**src/rtl/serial_word_deserializer.sv**
```systemverilog
// Serial-to-parallel word assembler framed by a start pulse, with a one-cycle valid strobe.
// Optional trailing even-parity bit is enabled by defining PARITY_CHECK_EN.
module serial_word_deserializer #(
    parameter int WIDTH     = 8,
    parameter int MSB_FIRST = 1
) (
    input  logic                          clk,
    input  logic                          rst,
    input  logic                          d_in,
    input  logic                          shift_en,
    input  logic                          start,
    output logic [WIDTH-1:0]              word_out,
    output logic                          word_valid,
    output logic                          busy,
    output logic [$clog2(WIDTH+2)-1:0]    bit_count,
    output logic                          parity_err
);

    localparam int CW = $clog2(WIDTH+2);
`ifdef PARITY_CHECK_EN
    localparam int NBITS = WIDTH + 1;
`else
    localparam int NBITS = WIDTH;
`endif
    localparam logic [CW-1:0] LAST_IDX = CW'(NBITS - 1);

    typedef enum logic [1:0] {
        IDLE  = 2'd0,
        SHIFT = 2'd1,
        DONE  = 2'd2
    } state_t;

    state_t            state_q;
    logic [WIDTH-1:0]  shreg_q;
    logic [WIDTH-1:0]  shreg_d;
    logic [WIDTH-1:0]  word_q;
    logic              valid_q;
    logic              busy_q;
    logic [CW-1:0]     cnt_q;

    function automatic logic [WIDTH-1:0] shift_in(input logic [WIDTH-1:0] sr, input logic b);
        if (MSB_FIRST != 0)
            return {sr[WIDTH-2:0], b};
        else
            return {b, sr[WIDTH-1:1]};
    endfunction

    always_comb begin
        shreg_d = shift_in(shreg_q, d_in);
    end

`ifdef PARITY_CHECK_EN
    logic perr_q;
`endif

    always_ff @(posedge clk) begin
        if (rst) begin
            state_q <= IDLE;
            shreg_q <= '0;
            word_q  <= '0;
            valid_q <= 1'b0;
            busy_q  <= 1'b0;
            cnt_q   <= '0;
`ifdef PARITY_CHECK_EN
            perr_q  <= 1'b0;
`endif
        end else begin
            case (state_q)
                IDLE: begin
                    valid_q <= 1'b0;
                    if (start) begin
                        state_q <= SHIFT;
                        busy_q  <= 1'b1;
                        cnt_q   <= '0;
                    end
                end
                SHIFT: begin
                    if (shift_en) begin
                        cnt_q <= cnt_q + 1'b1;
`ifdef PARITY_CHECK_EN
                        // The parity bit is checked against the held data, never shifted in.
                        if (cnt_q == LAST_IDX) begin
                            word_q <= shreg_q;
                            perr_q <= (^shreg_q) ^ d_in;
                        end else begin
                            shreg_q <= shreg_d;
                        end
`else
                        shreg_q <= shreg_d;
                        if (cnt_q == LAST_IDX)
                            word_q <= shreg_d;
`endif
                        if (cnt_q == LAST_IDX) begin
                            valid_q <= 1'b1;
                            busy_q  <= 1'b0;
                            state_q <= DONE;
                        end
                    end
                end
                DONE: begin
                    valid_q <= 1'b0;
                    cnt_q   <= '0;
                    state_q <= IDLE;
                end
                default: begin
                    state_q <= IDLE;
                end
            endcase
        end
    end

    assign word_out   = word_q;
    assign word_valid = valid_q;
    assign busy       = busy_q;
    assign bit_count  = cnt_q;
`ifdef PARITY_CHECK_EN
    assign parity_err = perr_q;
`else
    assign parity_err = 1'b0;
`endif

endmodule

```
**config.mk**
```make
export PLATFORM = sky130hd
export DESIGN_NAME = serial_word_deserializer
export DESIGN_NICKNAME = d
export VERILOG_FILES = /design/src/rtl/serial_word_deserializer.sv
export SDC_FILE = /design/constraint.sdc
export NUM_CORES = 1
export LEC_CHECK = 0
export CELL_PAD_IN_SITES_DETAIL_PLACEMENT = 0
export CELL_PAD_IN_SITES_GLOBAL_PLACEMENT = 1
export CORE_MARGIN = 4
export CORE_UTILIZATION = 36
export DETAILED_ROUTE_END_ITERATION = 16
export MAX_ROUTING_LAYER = met4
export PLACE_DENSITY = 0.78
export SYNTH_ARGS = -nofsm -noshare
export SYNTH_HDL_FRONTEND = slang
export SYNTH_SLANG_ARGS = --single-unit
export TNS_END_PERCENT = 100
```
**constraint.sdc**
```tcl
create_clock -name clk -period 1.5 [get_ports clk]
set_input_delay 0.3 -clock clk [delete_from_list [all_inputs] [get_ports clk]]
set_output_delay 0.3 -clock clk [all_outputs]
set_load 0.01 [all_outputs]
```
==> results of run 1 <==
==> state kept, by name (all words and copies together) (netlist names) <==
register and flops:
state_q 2, word_valid 1, shreg_q 7, word_out 8
busy 1, bit_count 4
==> area by class of cell <==
cell class	instances	area (sq um)	area share
clock buffer	4	26.3	0.0215
multi-input combinational	81	449	0.368
sequential	23	464	0.381
tap	30	37.5	0.0308
timing repair buffer	25	243	0.199
==> cells in the final DEF, fill, tap and decap left out, types with 3 or more instances in the layout <==
cell             instances
buf_4                    6
nor2_1                   3
dlymetal6s2s_1           4
dfxtp_2                  3
o21ai_0                  9
dfxtp_1                 20
clkbuf_4                 3
clkdlybuf4s50_1          4
a21oi_1                 19
dlygate4sd2_1           10
nand3_1                 12
nand2_1                 19
==> power breakdown <==
group          internal (mW)  switching [mW]
registers              0.619          0.0119
logic                 0.0415          0.0461
clock network          0.104           0.181
==> kinds of logic after synthesis <==
| family | count (synthesis) | share of synthesized area |
|---|---|---|
| and+or+nand+nor | 44 | 0.239 |
| AOI/OAI and AO/OA | 35 | 0.205 |
| DFF | 23 | 0.474 |
| buffers and inverters | 9 | 0.0656 |
| adders and majority gates | 1 | 0.0129 |
| other | 1 | 0.00386 |
==> path summary, 6_finish.rpt <==
kind,to,slack (ps),cells after the start,startpoint
worst max-delay path,state_q[0],150,3,bit_count[0]
worst min-delay path,shreg_q[6],470,2,shreg_q[6]
worst max register to register,state_q[0],150,3,bit_count[0]
worst min register to register,shreg_q[6],470,2,shreg_q[6]
==> metrics by stage <==
step / total power, mW / cell area (sq um) / std cells / hold slack (ps)
4_1_cts: 1.02 / 1210 / 163 / 478
3_5_place_dp: 0.736 / 1190 / 159 / 460
2_1_floorplan: 0.693 / 972 / 113 / 369
3_3_place_gp: 0.735 / 1190 / 159 / 449
5_1_grt: 1.05 / 1220 / 163 / 499
6_report: 1.00 / 1220 / 163 / 471
==> per-layer routing <==
| metal | vias up | routed length, um | GRT usage |
|---|---|---|---|
| met5 | - | 0 | - |
| met4 | 0 | 15 | 0.0285 |
| met3 | 2 | 117 | 0.0454 |
| met2 | 22 | 938 | 0.193 |
| met1 | 389 | 978 | 0.166 |
| li1 | 436 | - | - |
==> worst max-delay path: stages (launching register included) <==
cell and delay [ps]:
dfxtp_2 360, ha_1 250, and4b_2 310, a2111oi_2 350
==> results.py, run 1 <==
metrics = {
    "logic_synthesis": {
        "synth_edf_count": 0,
        "syn_area_per_cell_sq_um": 8.60,
        "synthCells": 113,
        "netlist_area_sq_um": 972,
        "synth_most_common_cell": "dfxtp_1",
        "synth_fp_nets": 119,
        "yosysUniqueCellTypes": 26,
        "synth_seq_cells": 23,
        "synth_ff_type": "dfxtp_1",
        "ys_seq_area_frac": 0.474,
        "synth_commonest_cells": "23 x dfxtp_1, 19 x a21oi_1, 19 x nand2_1, 12 x nand3_1, 9 x o21ai_0",
        "yosysTopAreaCellShare": 0.474,
        "synth_top_cells_by_area": "dfxtp_1 47%, a21oi_1 9.8%, nand2_1 7.3%",
        "synth-async-reset-ratio": 0,
        "ys_warn_count": 0,
        "yosys.area.top_type": "dfxtp_1",
    },
    "setup_path": {
        "critPathMaxFanout": 10,
        "start_kind": "flop",
        "crit_path_end_kind": "flop",
        "path_class": "flop to flop",
        "required_ps": 1720,
        "cp.arrival_ps": 1580,
    },
    "cts": {
        "cts_tree": "done",
        "cts_buffers": 3,
        "clkTransAtPathRegs_ps": 120,
        "ctsRootBufferMaster": "clkbuf_4",
        "hold_buffers": 0,
        "cts_resized": 13,
        "clk_latency_ps": 310,
        "h-tree-depth": 1,
        "clock-sinks": 23,
        "clock_path_buffers": 2,
        "post-cts-setup-buffers": 0,
    },
    "routing": {
        "first_pass_iters": 4,
        "drt_wl_total_um": 2050,
        "antenna_left": 0,
        "drc_errors": 0,
        "vias_per_cell": 5.21,
        "first_iter_violations": 19,
        "wl_per_cell_um": 12.6,
        "vias": 849,
    },
    "placed_design": {
        "place.gp.congestion": 0.796,
        "port_buffers": 18,
        "pre_cts_ws_ps": -169,
        "dp_hpwl_um": 1470,
    },
    "sta": {
        "post-route-min-period_ps": 1350,
        "skew_ps": 5.89,
        "finalHoldViolCount": 0,
        "setup_viol": 0,
        "period_share": 0.902,
        "layout_setup_ws_ps": 147,
        "rsz0062_at_grt": "false",
        "slew_viol_final": 0,
        "final.setup.tns_ps": 0,
        "timing.fmax_mhz": 739,
    },
    "finish": {
        "fin_nets": 140,
        "drive_above_1_share": 0.120,
        "antenna_cells": 0,
        "finish.utilization": 0.484,
        "fill_cells": 260,
        "area_delta_synth_final_pct": 25.5,
    },
    "worst_hold_path": {
        "hold_path_class": "flop to flop",
    },
    "power_and_ir_drop": {
        "vdd_drop_max_mv": 0.545,
        "power_density_nw_per_um2": 823,
        "cellLeakagePower_nw": 0.539,
    },
    "die": {
        "die_height_um": 60.0,
        "ios": 20,
        "dieArea_sq_um": 3600,
        "die_w_um": 60.0,
        "initial_core_util": 0.385,
        "coreArea_sq_um": 2520,
        "rows": 18,
    },
    "global_routing": {
        "grt_overflow": 0,
        "grt_pass1_vias": 738,
        "antenna_found_initial": 0,
        "track_usage": 0.128,
        "grt_pass1_wl_um": 3360,
        "grt_max_degree": 24,
    },
    "flow_run": {
        "max_cap_violations": 0,
    },
    "run_status": {
        "status": "completed",
    },
}
Note: power is estimated with default switching activity, not from simulation.
==> run 2, diff against run 1 <==
CORE_UTILIZATION = 33   (was 36)
GPL_ROUTABILITY_DRIVEN = 0   (was unset)
PLACE_DENSITY = 0.75   (was 0.78)
RECOVER_POWER = 50   (was unset)
clock period = 1.24 ns   (was 1.5 ns; I/O delays follow)
==> results.py, run 2 (synthesis gave the netlist of run 1 again) <==
metrics = {
    "finish": {
        "area_delta_synth_final_pct": 33.8,
        "final_common_cell": "nand2_1",
        "fin_nets": 147,
        "final_area_sq_um": 1300,
        "largest_reg_flops": 8,
        "final_cell_mix": "19 x nand2_1, 18 x a21oi_1, 17 x dfxtp_1, 12 x nand3_1, 12 x buf_4",
        "antenna_cells": 0,
        "drive_above_1_share": 0.214,
    },
    "cts": {
        "clkTransAtPathRegs_ps": 130,
        "clk_latency_ps": 310,
        "clock_path_buffers": 2,
        "ctsRootBufferMaster": "clkbuf_4",
        "h-tree-depth": 1,
        "cts_buffers": 3,
        "cts_tree": "done",
        "hold_buffers": 0,
        "clock-sinks": 23,
        "post-cts-setup-buffers": 0,
    },
    "placed_design": {
        "dp_hpwl_um": 1630,
        "pre_cts_ws_ps": -390,
        "port_buffers": 18,
        "postPlaceCellArea_sq_um": 1240,
    },
    "routing": {
        "vias_per_cell": 5.15,
        "first_iter_violations": 29,
        "vias": 880,
        "wl_per_cell_um": 13.4,
        "antenna_left": 0,
        "drt_wl_total_um": 2300,
        "first_pass_iters": 4,
        "drc_errors": 0,
    },
    "setup_path": {
        "cpMaxStageDelayCell": "dfxtp_4",
        "worst_path_largest_cell_delay_ps": 390,
        "cp_top_family": "flip-flops",
        "cp.arrival_ps": 950,
        "required_ps": 990,
        "crit_path_end_kind": "output pin",
        "path_class": "flop to output pin",
        "critPathMaxFanout": 3,
        "crit_chain": "clkdlybuf4s15_1",
        "start_kind": "flop",
        "path_buf_inv": 1,
    },
    "sta": {
        "final.setup.tns_ps": 0,
        "period_share": 0.964,
        "post-route-min-period_ps": 1190,
        "layout_setup_ws_ps": 45.1,
        "skew_ps": 12.8,
        "slew_viol_final": 0,
        "finalHoldViolCount": 0,
        "whs_ps": 446,
        "timing.fmax_mhz": 837,
        "setup_viol": 0,
        "rsz0062_at_grt": "false",
    },
    "global_routing": {
        "track_usage": 0.122,
        "grt_pass1_wl_um": 3800,
        "grt_pass1_vias": 854,
        "grt_overflow": 0,
        "grt_max_degree": 16,
        "antenna_found_initial": 0,
    },
    "die": {
        "die_height_um": 62.3,
        "initial_core_util": 0.350,
        "dieArea_sq_um": 3880,
        "ios": 20,
        "rows": 19,
        "coreArea_sq_um": 2780,
        "die_w_um": 62.3,
    },
    "run_status": {
        "status": "completed",
    },
    "flow_run": {
        "max_cap_violations": 0,
    },
    "power_and_ir_drop": {
        "cellLeakagePower_nw": 0.505,
        "vdd_drop_max_mv": 0.594,
        "power_density_nw_per_um2": 938,
    },
    "worst_hold_path": {
        "hold_path_class": "input pin to flop",
    },
}
==> run 2: layout make-up <==
| type | instances | area (sq um) |
|---|---|---|
| Clock buffer | 4 | 26.3 |
| Fill cell | 276 | 1480 |
| Multi-Input combinational cell | 82 | 493 |
| Sequential cell | 23 | 480 |
| Tap cell | 31 | 38.8 |
| Timing Repair Buffer | 31 | 263 |
==> run 2: report_power, final <==
group | leakage, nW | switching (mW) | internal [mW]
Clock | 0.0150 | 0.219 | 0.126
Combinational | 0.300 | 0.0619 | 0.0562
Sequential | 0.190 | 0.0156 | 0.742
Total | 0.505 | 0.297 | 0.923
==> run 2: layer usage <==
| metal | up-vias | part of all wire | global-route usage |
|---|---|---|---|
| li1 | 454 | - | - |
| met1 | 408 | 0.46 | 0.157 |
| met2 | 14 | 0.49 | 0.189 |
| met3 | 4 | 0.026 | 0.0234 |
| met4 | 0 | 0.017 | 0.0477 |
| met5 | - | 0 | - |
==> run 2: final timing paths <==
| kind | from | endpoint | slack (ps) | depth (start not counted) |
|---|---|---|---|---|
| max | bit_count[1] | bit_count[1] | 50 | 1 |
| min reg2reg | word_out[4] | word_out[4] | 480 | 2 |
| min | shift_en | bit_count[3] | 450 | 4 |
| max reg2reg | bit_count[0] | word_out[0] | 50 | 5 |
==> run 2: timing repair <==
| action | 4_1_cts | 5_1_grt |
|---|---|---|
| resized for setup | 21 | 15 |
| gates cloned | 0 | 1 |
| pin swaps | 0 | 3 |
| endpoints found under the setup margin | 33 | 24 |
==> run 2: per-stage QoR <==
step,std cells,util,power [mW]
CTS,170,0.453,1.23
global route,171,0.468,1.29
floorplan,113,-,0.841
global placement,166,0.446,0.894
finish,171,0.468,1.22
detailed placement,166,0.446,0.898
